**config.mk**
```make
export PLATFORM = sky130hd
export DESIGN_NAME = mem_arbiter_flat
export DESIGN_NICKNAME = d
export VERILOG_FILES = /design/src/rtl/mem_arbiter_if.sv /design/src/rtl/mem_arbiter.sv /design/src/flat_wrapper.sv
export SDC_FILE = /design/constraint.sdc
export NUM_CORES = 1
export LEC_CHECK = 0
export CAP_MARGIN = 0
export CORE_UTILIZATION = 40
export CTS_BUF_LIST = sky130_fd_sc_hd__clkbuf_8
export DETAILED_ROUTE_END_ITERATION = 16
export GPL_ROUTABILITY_DRIVEN = 0
export GPL_TIMING_DRIVEN = 0
export PLACE_DENSITY = 0.83
export SLEW_MARGIN = 5
export SYNTH_ARGS = -nofsm -noshare
export SYNTH_HDL_FRONTEND = slang
export SYNTH_SLANG_ARGS = --single-unit
```
**constraint.sdc**
```tcl
create_clock -name clock -period 2 [get_ports clock]
set_input_delay 0.4 -clock clock [delete_from_list [all_inputs] [get_ports clock]]
set_output_delay 0.4 -clock clock [all_outputs]
set_load 0.01 [all_outputs]
```
**src/rtl/mem_arbiter_if.sv**
```systemverilog
//------------------------------------------------------------------------------
// mem_arbiter_if : two requester ports plus the memory_unit data port
// Revision: 1.0
//------------------------------------------------------------------------------
`default_nettype none

interface mem_arbiter_if #(
   parameter int DATA_WIDTH   = 32,
   parameter int ADDRESS_BITS = 20
);
   // requester port 0
   logic                    req0_load;
   logic                    req0_store;
   logic [ADDRESS_BITS-1:0] req0_address;
   logic [DATA_WIDTH-1:0]   req0_store_data;
   logic                    req0_accept;
   logic                    req0_valid;

   // requester port 1
   logic                    req1_load;
   logic                    req1_store;
   logic [ADDRESS_BITS-1:0] req1_address;
   logic [DATA_WIDTH-1:0]   req1_store_data;
   logic                    req1_accept;
   logic                    req1_valid;

   // shared response
   logic [DATA_WIDTH-1:0]   resp_data;
   logic [ADDRESS_BITS-1:0] resp_addr;
   logic                    resp_error;

   // memory_unit side
   logic                    mem_load;
   logic                    mem_store;
   logic [ADDRESS_BITS-1:0] mem_address;
   logic [DATA_WIDTH-1:0]   mem_store_data;
   logic                    mem_ready;
   logic                    mem_valid;
   logic [DATA_WIDTH-1:0]   mem_load_data;
   logic [ADDRESS_BITS-1:0] mem_data_addr;

   modport slave (
      input  req0_load, req0_store, req0_address, req0_store_data,
      input  req1_load, req1_store, req1_address, req1_store_data,
      input  mem_ready, mem_valid, mem_load_data, mem_data_addr,
      output req0_accept, req0_valid, req1_accept, req1_valid,
      output resp_data, resp_addr, resp_error,
      output mem_load, mem_store, mem_address, mem_store_data
   );

   modport master (
      output req0_load, req0_store, req0_address, req0_store_data,
      output req1_load, req1_store, req1_address, req1_store_data,
      output mem_ready, mem_valid, mem_load_data, mem_data_addr,
      input  req0_accept, req0_valid, req1_accept, req1_valid,
      input  resp_data, resp_addr, resp_error,
      input  mem_load, mem_store, mem_address, mem_store_data
   );
endinterface

`default_nettype wire

```
**src/rtl/mem_arbiter.sv**
```systemverilog
//------------------------------------------------------------------------------
// mem_arbiter : two-port round-robin arbiter in front of one memory_unit port.
// Optional WAIT timeout enabled by defining MEM_ARB_TIMEOUT_EN.
// Revision: 1.0
//------------------------------------------------------------------------------
`default_nettype none

module mem_arbiter #(
   parameter int DATA_WIDTH     = 32,
   parameter int ADDRESS_BITS   = 20,
   parameter int TIMEOUT_CYCLES = 255
) (
   input  wire logic    clock,
   input  wire logic    reset,
   mem_arbiter_if.slave bus
);

   localparam logic [1:0] c_st_idle  = 2'd0;
   localparam logic [1:0] c_st_issue = 2'd1;
   localparam logic [1:0] c_st_wait  = 2'd2;

   if (TIMEOUT_CYCLES < 1 || TIMEOUT_CYCLES > 255) begin : g_timeout_range_check
      $error("mem_arbiter: TIMEOUT_CYCLES must lie in 1..255");
   end

   logic [1:0]              r_state;
   logic [1:0]              w_next_state;

   logic                    w_req0;
   logic                    w_req1;
   logic                    w_start;
   logic                    w_pick;
   logic                    w_mem_done;
   logic                    w_timeout;

   logic                    r_last_grant;
   logic                    r_winner;
   logic                    r_is_store;
   logic [ADDRESS_BITS-1:0] r_mem_address;
   logic [DATA_WIDTH-1:0]   r_mem_store_data;

   logic                    r_valid0;
   logic                    r_valid1;
   logic [DATA_WIDTH-1:0]   r_resp_data;
   logic [ADDRESS_BITS-1:0] r_resp_addr;
   logic                    r_resp_error;

   assign w_req0     = bus.req0_load | bus.req0_store;
   assign w_req1     = bus.req1_load | bus.req1_store;
   assign w_start    = (r_state == c_st_idle) && bus.mem_ready && (w_req0 || w_req1);
   // On a tie the port that was not granted last time wins.
   assign w_pick     = (w_req0 && w_req1) ? ~r_last_grant : w_req1;
   assign w_mem_done = (r_state == c_st_wait) && bus.mem_valid;

`ifdef MEM_ARB_TIMEOUT_EN
   localparam logic [7:0] c_timeout_last = 8'(TIMEOUT_CYCLES - 1);

   logic [7:0] r_wait_count;

   // Fires during the TIMEOUT_CYCLES-th consecutive WAIT cycle without valid.
   assign w_timeout = (r_state == c_st_wait) && !bus.mem_valid &&
                      (r_wait_count == c_timeout_last);

   always_ff @(posedge clock or negedge reset) begin
      if (!reset) begin
         r_wait_count <= 8'd0;
      end else if (r_state == c_st_issue) begin
         r_wait_count <= 8'd0;
      end else if ((r_state == c_st_wait) && !bus.mem_valid) begin
         r_wait_count <= r_wait_count + 8'd1;
      end
   end
`else
   assign w_timeout = 1'b0;
`endif

   always_ff @(posedge clock or negedge reset) begin
      if (!reset) begin
         r_state <= c_st_idle;
      end else begin
         r_state <= w_next_state;
      end
   end

   always_comb begin
      w_next_state = r_state;
      case (r_state)
         c_st_idle:  if (w_start) w_next_state = c_st_issue;
         c_st_issue: w_next_state = c_st_wait;
         c_st_wait:  if (w_mem_done || w_timeout) w_next_state = c_st_idle;
         default:    w_next_state = c_st_idle;
      endcase
   end

   always_comb begin
      bus.req0_accept = 1'b0;
      bus.req1_accept = 1'b0;
      bus.mem_load    = 1'b0;
      bus.mem_store   = 1'b0;
      if (r_state == c_st_issue) begin
         bus.req0_accept = ~r_winner;
         bus.req1_accept = r_winner;
         bus.mem_load    = ~r_is_store;
         bus.mem_store   = r_is_store;
      end
   end

   always_ff @(posedge clock or negedge reset) begin
      if (!reset) begin
         r_last_grant     <= 1'b1;
         r_winner         <= 1'b0;
         r_is_store       <= 1'b0;
         r_mem_address    <= '0;
         r_mem_store_data <= '0;
         r_valid0         <= 1'b0;
         r_valid1         <= 1'b0;
         r_resp_data      <= '0;
         r_resp_addr      <= '0;
         r_resp_error     <= 1'b0;
      end else begin
         r_valid0 <= 1'b0;
         r_valid1 <= 1'b0;

         // A store flag wins over a simultaneous load flag.
         if (w_start) begin
            r_winner     <= w_pick;
            r_last_grant <= w_pick;
            if (w_pick) begin
               r_is_store       <= bus.req1_store;
               r_mem_address    <= bus.req1_address;
               r_mem_store_data <= bus.req1_store_data;
            end else begin
               r_is_store       <= bus.req0_store;
               r_mem_address    <= bus.req0_address;
               r_mem_store_data <= bus.req0_store_data;
            end
         end

         if (w_mem_done) begin
            r_resp_data  <= bus.mem_load_data;
            r_resp_addr  <= bus.mem_data_addr;
            r_resp_error <= 1'b0;
            r_valid0     <= ~r_winner;
            r_valid1     <= r_winner;
         end else if (w_timeout) begin
            r_resp_data  <= '0;
            r_resp_addr  <= r_mem_address;
            r_resp_error <= 1'b1;
            r_valid0     <= ~r_winner;
            r_valid1     <= r_winner;
         end
      end
   end

   assign bus.mem_address    = r_mem_address;
   assign bus.mem_store_data = r_mem_store_data;
   assign bus.req0_valid     = r_valid0;
   assign bus.req1_valid     = r_valid1;
   assign bus.resp_data      = r_resp_data;
   assign bus.resp_addr      = r_resp_addr;
`ifdef MEM_ARB_TIMEOUT_EN
   assign bus.resp_error     = r_resp_error;
`else
   assign bus.resp_error     = 1'b0;
`endif

endmodule

`default_nettype wire
```
**src/flat_wrapper.sv**
```systemverilog
// flat-port wrapper written by rule: the top's interface ports become plain ports
module mem_arbiter_flat 
#(
   parameter int DATA_WIDTH     = 32,
   parameter int ADDRESS_BITS   = 20,
   parameter int TIMEOUT_CYCLES = 255
)
  (clock, reset, bus_req0_load, bus_req0_store, bus_req0_address, bus_req0_store_data, bus_req1_load, bus_req1_store, bus_req1_address, bus_req1_store_data, bus_mem_ready, bus_mem_valid, bus_mem_load_data, bus_mem_data_addr, bus_req0_accept, bus_req0_valid, bus_req1_accept, bus_req1_valid, bus_resp_data, bus_resp_addr, bus_resp_error, bus_mem_load, bus_mem_store, bus_mem_address, bus_mem_store_data);
  mem_arbiter_if #(.DATA_WIDTH(DATA_WIDTH), .ADDRESS_BITS(ADDRESS_BITS)) bus_i ();
  input  wire logic clock;
  input  wire logic reset;
  input wire logic [$bits(bus_i.req0_load)-1:0] bus_req0_load;
  input wire logic [$bits(bus_i.req0_store)-1:0] bus_req0_store;
  input wire logic [$bits(bus_i.req0_address)-1:0] bus_req0_address;
  input wire logic [$bits(bus_i.req0_store_data)-1:0] bus_req0_store_data;
  input wire logic [$bits(bus_i.req1_load)-1:0] bus_req1_load;
  input wire logic [$bits(bus_i.req1_store)-1:0] bus_req1_store;
  input wire logic [$bits(bus_i.req1_address)-1:0] bus_req1_address;
  input wire logic [$bits(bus_i.req1_store_data)-1:0] bus_req1_store_data;
  input wire logic [$bits(bus_i.mem_ready)-1:0] bus_mem_ready;
  input wire logic [$bits(bus_i.mem_valid)-1:0] bus_mem_valid;
  input wire logic [$bits(bus_i.mem_load_data)-1:0] bus_mem_load_data;
  input wire logic [$bits(bus_i.mem_data_addr)-1:0] bus_mem_data_addr;
  output wire logic [$bits(bus_i.req0_accept)-1:0] bus_req0_accept;
  output wire logic [$bits(bus_i.req0_valid)-1:0] bus_req0_valid;
  output wire logic [$bits(bus_i.req1_accept)-1:0] bus_req1_accept;
  output wire logic [$bits(bus_i.req1_valid)-1:0] bus_req1_valid;
  output wire logic [$bits(bus_i.resp_data)-1:0] bus_resp_data;
  output wire logic [$bits(bus_i.resp_addr)-1:0] bus_resp_addr;
  output wire logic [$bits(bus_i.resp_error)-1:0] bus_resp_error;
  output wire logic [$bits(bus_i.mem_load)-1:0] bus_mem_load;
  output wire logic [$bits(bus_i.mem_store)-1:0] bus_mem_store;
  output wire logic [$bits(bus_i.mem_address)-1:0] bus_mem_address;
  output wire logic [$bits(bus_i.mem_store_data)-1:0] bus_mem_store_data;
  assign bus_i.req0_load = bus_req0_load;
  assign bus_i.req0_store = bus_req0_store;
  assign bus_i.req0_address = bus_req0_address;
  assign bus_i.req0_store_data = bus_req0_store_data;
  assign bus_i.req1_load = bus_req1_load;
  assign bus_i.req1_store = bus_req1_store;
  assign bus_i.req1_address = bus_req1_address;
  assign bus_i.req1_store_data = bus_req1_store_data;
  assign bus_i.mem_ready = bus_mem_ready;
  assign bus_i.mem_valid = bus_mem_valid;
  assign bus_i.mem_load_data = bus_mem_load_data;
  assign bus_i.mem_data_addr = bus_mem_data_addr;
  assign bus_req0_accept = bus_i.req0_accept;
  assign bus_req0_valid = bus_i.req0_valid;
  assign bus_req1_accept = bus_i.req1_accept;
  assign bus_req1_valid = bus_i.req1_valid;
  assign bus_resp_data = bus_i.resp_data;
  assign bus_resp_addr = bus_i.resp_addr;
  assign bus_resp_error = bus_i.resp_error;
  assign bus_mem_load = bus_i.mem_load;
  assign bus_mem_store = bus_i.mem_store;
  assign bus_mem_address = bus_i.mem_address;
  assign bus_mem_store_data = bus_i.mem_store_data;
  mem_arbiter #(.DATA_WIDTH(DATA_WIDTH), .ADDRESS_BITS(ADDRESS_BITS), .TIMEOUT_CYCLES(TIMEOUT_CYCLES)) u_core (.clock(clock), .reset(reset), .bus(bus_i));
endmodule
```
==> results.txt <==
* Total of warnings raised by yosys: 0
- In this run the worst path has a maximum fanout of 10.
- Highest-delay cell along the critical path: or4_1
- Across all layers, the routed design uses about 4.7k vias.
- Hold Fails Final Rpt: 0
* Worst endpoint required time: 2240 ps
- Die height: 113.5 um
- Summed over all cells, the static leakage comes to roughly 0.0032 uW.
- The startpoint identified for the worst register-to-register timing path is u_core.r_state[0].
- In the finished design, the share of the clock period the worst path needs comes to 0.9784.
- Highest clock rate: 511.1 MHz
* PnR worst setup slack: 43.25 ps
- Clock-pin slew was measured on the worst setup and hold paths at 110 ps.
* FF-to-FF End: u_core.bus.mem_address[17]
- Unrepaired setup endpoints after global routing: false
- The number of nets handed over by synthesis was 606.
- Cell variety after synth: 23
- Most used cells in the layout excluding fill and tap cells: clkdlybuf4s50_1, dfrtp_1, o21ai_0
- The final layout contains routed wiring with a total length of around 16000 um.
* Number of CTS-inserted buffers: 9
- Run status: completed
- Wire per inst: 17.97 um
* Relative slew slack: 0.5934
- Critical Path AT: around 2200 ps
* Gate Count Post-Synth: roughly 440
* Total of buffers placed on input and output ports: 273
- During I/O placement, the number of pins put on the boundary was 275.
- Across all register-to-register paths, the minimum setup slack is approximately 230 ps.
- TritonCTS sink count: 111
- Traced cell by cell, the critical path runs through clkdlybuf4s50_1 -> or4_1 -> clkbuf_4 -> and2_4 -> buf_6 -> mux2_4.
- The tool flagged a number of max-cap violations equal to 0.
- Post-layout nets: between 800 and 900
- Worst Tran Pin Value: between 600 and 700 ps
* Power density over the cells: 1359 mW/mm2
* Final ANT Viol Nets: 0
- The worst path in the final design needs a cycle of a little under 2000 ps, including I/O delays and setup.
* First-pass GRT wire length: 24610 um
- Clock skew after layout: 11.16 ps
- Synthesis inferred 111 register bits.
- Insertion delay to the later sink of the worst-skew pair: 360 ps
- Adding up every negative setup slack in the final design gives 0 ps.
- Part of the power in combinational logic: 0.502
- For this run, design rule violations remaining after detail routing come to 0.
- Crit path capture type: flop
* Initial antenna violation count: 0
* Buffer depth of the longest clock path: 2
- Worst min path class: in -> async
* Cell family contributing the most delay on the critical path: buffers and inverters
- Worst slack after detailed placement: -567.0 ps
* Number of global-route vias before repair: 4737
- Total power: about 11000 uW
* Clock tree from TritonCTS: built
- Leading cell type in the layout, fill and taps excluded: clkdlybuf4s50_1
- Area growth from synthesis to layout: 64.74%
* CTS H-tree depth: 3
* First-pass iteration count of the detailed router: 5
* Detailed placer's ending HPWL: 12340 um
- For this design, the CTS-stage hold fixing added 0 buffers.
* Pins Over Slew Limit: 0
- FP Rows: 40
- The root buffer cell chosen for the clock tree is clkbuf_8.
- Including well taps, the total number of placed cells is 884.
- Power spent charging and discharging nets: 3794 uW
- On the worst path, the slowest cell contributes a delay of 530 ps.
* Switching part of the total power: 0.3406
- Entering global routing, the biggest net connects 66 pins.
- Area of the die: 0.01289 mm2
- Depth of the worst register-to-register path: 4
* Final Instance Count excl. Fillers: 900
- Overall die width: 113.5 um
* GRT overflow: 0
- Clock power share: 0.138
* Effective utilization at floorplan: 0.4124
* Peak ir drop on the vdd network: 0.5875 mV
- Buffers plus inverters on the worst setup path: 3
- In the final layout, the share of cells above drive strength 1 is 0.1216.
- Setup-failing EPs final: 0
- Area of the mapped netlist: around 0.0050 mm2
- Across every metal layer, demand over resource in global routing totals 0.2462.
- The internal portion of the total power is 7347 uW.
- Proportion of synthesized chip area in sequential cells: 0.5586
* Initial DRC Count: 286
- STA classifies the critical path startpoint as an input port.
- Fill cells: 899
- Per-instance average area after synthesis: 11.26 um2
* Fin util: 0.6795
- Of the total power, registers draw 0.360.
- Area of the core: 0.01206 mm2
- Vias per inst: around 5.2
* Critical path class: in -> reg
* ANT cells: 0
-- synthesized netlist by cell type (all sizes together) --
library cell	number	area, um2
dfrtp	110	2753
o21ai	55	275.3
mux2	54	611.8
a21oi	53	265.3
a31oi	53	331.6
nand3b	53	397.9
clkbuf	31	116.4
buf	14	103.9
nor2	8	30.03
inv	2	7.510
nand2b	2	12.51
and2	1	8.760
conb	1	3.750
dfstp	1	26.28
nand2	1	3.750
nor3b	1	12.51
o21a	1	7.510
or4	1	7.510
-- registers in the layout (all words and copies together) (netlist names) --
signal                     count
u_core.bus.mem_store_data     32
u_core.bus.resp_data          32
u_core.bus.mem_address        20
u_core.bus.resp_addr          20
u_core.r_state                 2
u_core.bus.req0_valid          1
u_core.bus.req1_valid          1
u_core.r_is_store              1
u_core.r_last_grant            1
u_core.r_winner                1
-- worst register-to-register path, delay by kind of cell, from the launching register on --
kind,cells,cell delay (ps)
DFF,1,440
AOI/OAI and AO/OA,2,330
and+or+nand+nor,1,500
buffers and inverters,1,430
-- per-stage QoR --
step                area (um2)  hold slack, ps
floorplan                 4975           104.4
global placement          7918           485.9
detailed placement        7943           453.5
CTS                       8178           46.51
global route              8195           72.37
finish                    8195           42.99
-- power by group through the flow --
stage / Combinational (uW) / Sequential (uW) / Clock [uW]
6_report: 5590 / 4010 / 1540
5_1_grt: 5980 / 4130 / 1680
4_1_cts: 5630 / 3990 / 1580
3_5_place_dp: 5630 / 4030 / 0
3_3_place_gp: 5510 / 3970 / 0
2_1_floorplan: 1950 / 4460 / 0
-- timing repair --
item                                    CTS  global route
setup buffers                             0             0
gates cloned                              0             0
endpoints found under the setup margin   44            47
gates resized for setup                   6             8
-- worst max path at each step --
stage / cells past startpoint / slack [ps] / end / from
floorplan: 5 / 260 / u_core.r_winner / bus_req1_store
global placement: 1 / -3510 / u_core.bus.resp_data[11] / reset
detailed placement: 6 / -570 / u_core.bus.mem_store_data[23] / bus_req1_store
CTS: 5 / 40 / u_core.r_winner / bus_mem_ready
global route: 7 / 20 / u_core.bus.mem_address[10] / bus_req1_store
finish: 6 / 40 / u_core.r_winner / bus_req1_store
-- per-layer routing --
metal / vias to the layer above / GRT usage / share of wire
met4: 0 / 0.1009 / 0.027
met3: 35 / 0.04676 / 0.068
li1: 2196 / - / -
met5: - / 0 / 0
met1: 2245 / 0.3055 / 0.41
met2: 229 / 0.4224 / 0.50
-- logic make-up after synthesis --
family	Yosys count	share of synthesized area
other	1	0.0007538
multiplexers	54	0.1230
AND/OR/NAND/NOR	67	0.09507
buffers and inverters	47	0.04577
AO/OA/AOI/OAI	162	0.1768
flip-flops	111	0.5586
-- cell type report --
class                           count  area [um2]  area share
Buffer                             45       226.5     0.02763
Clock buffer                       11       151.4     0.01847
Clock inverter                      5       85.08     0.01038
Inverter                            2       7.507   0.0009160
Multi-Input combinational cell    284        1981      0.2417
Sequential cell                   111        2779      0.3391
Tap cell                          168       210.2     0.02565
Timing Repair Buffer              274        2755      0.3362
Note: power is estimated with default switching activity, not from simulation.
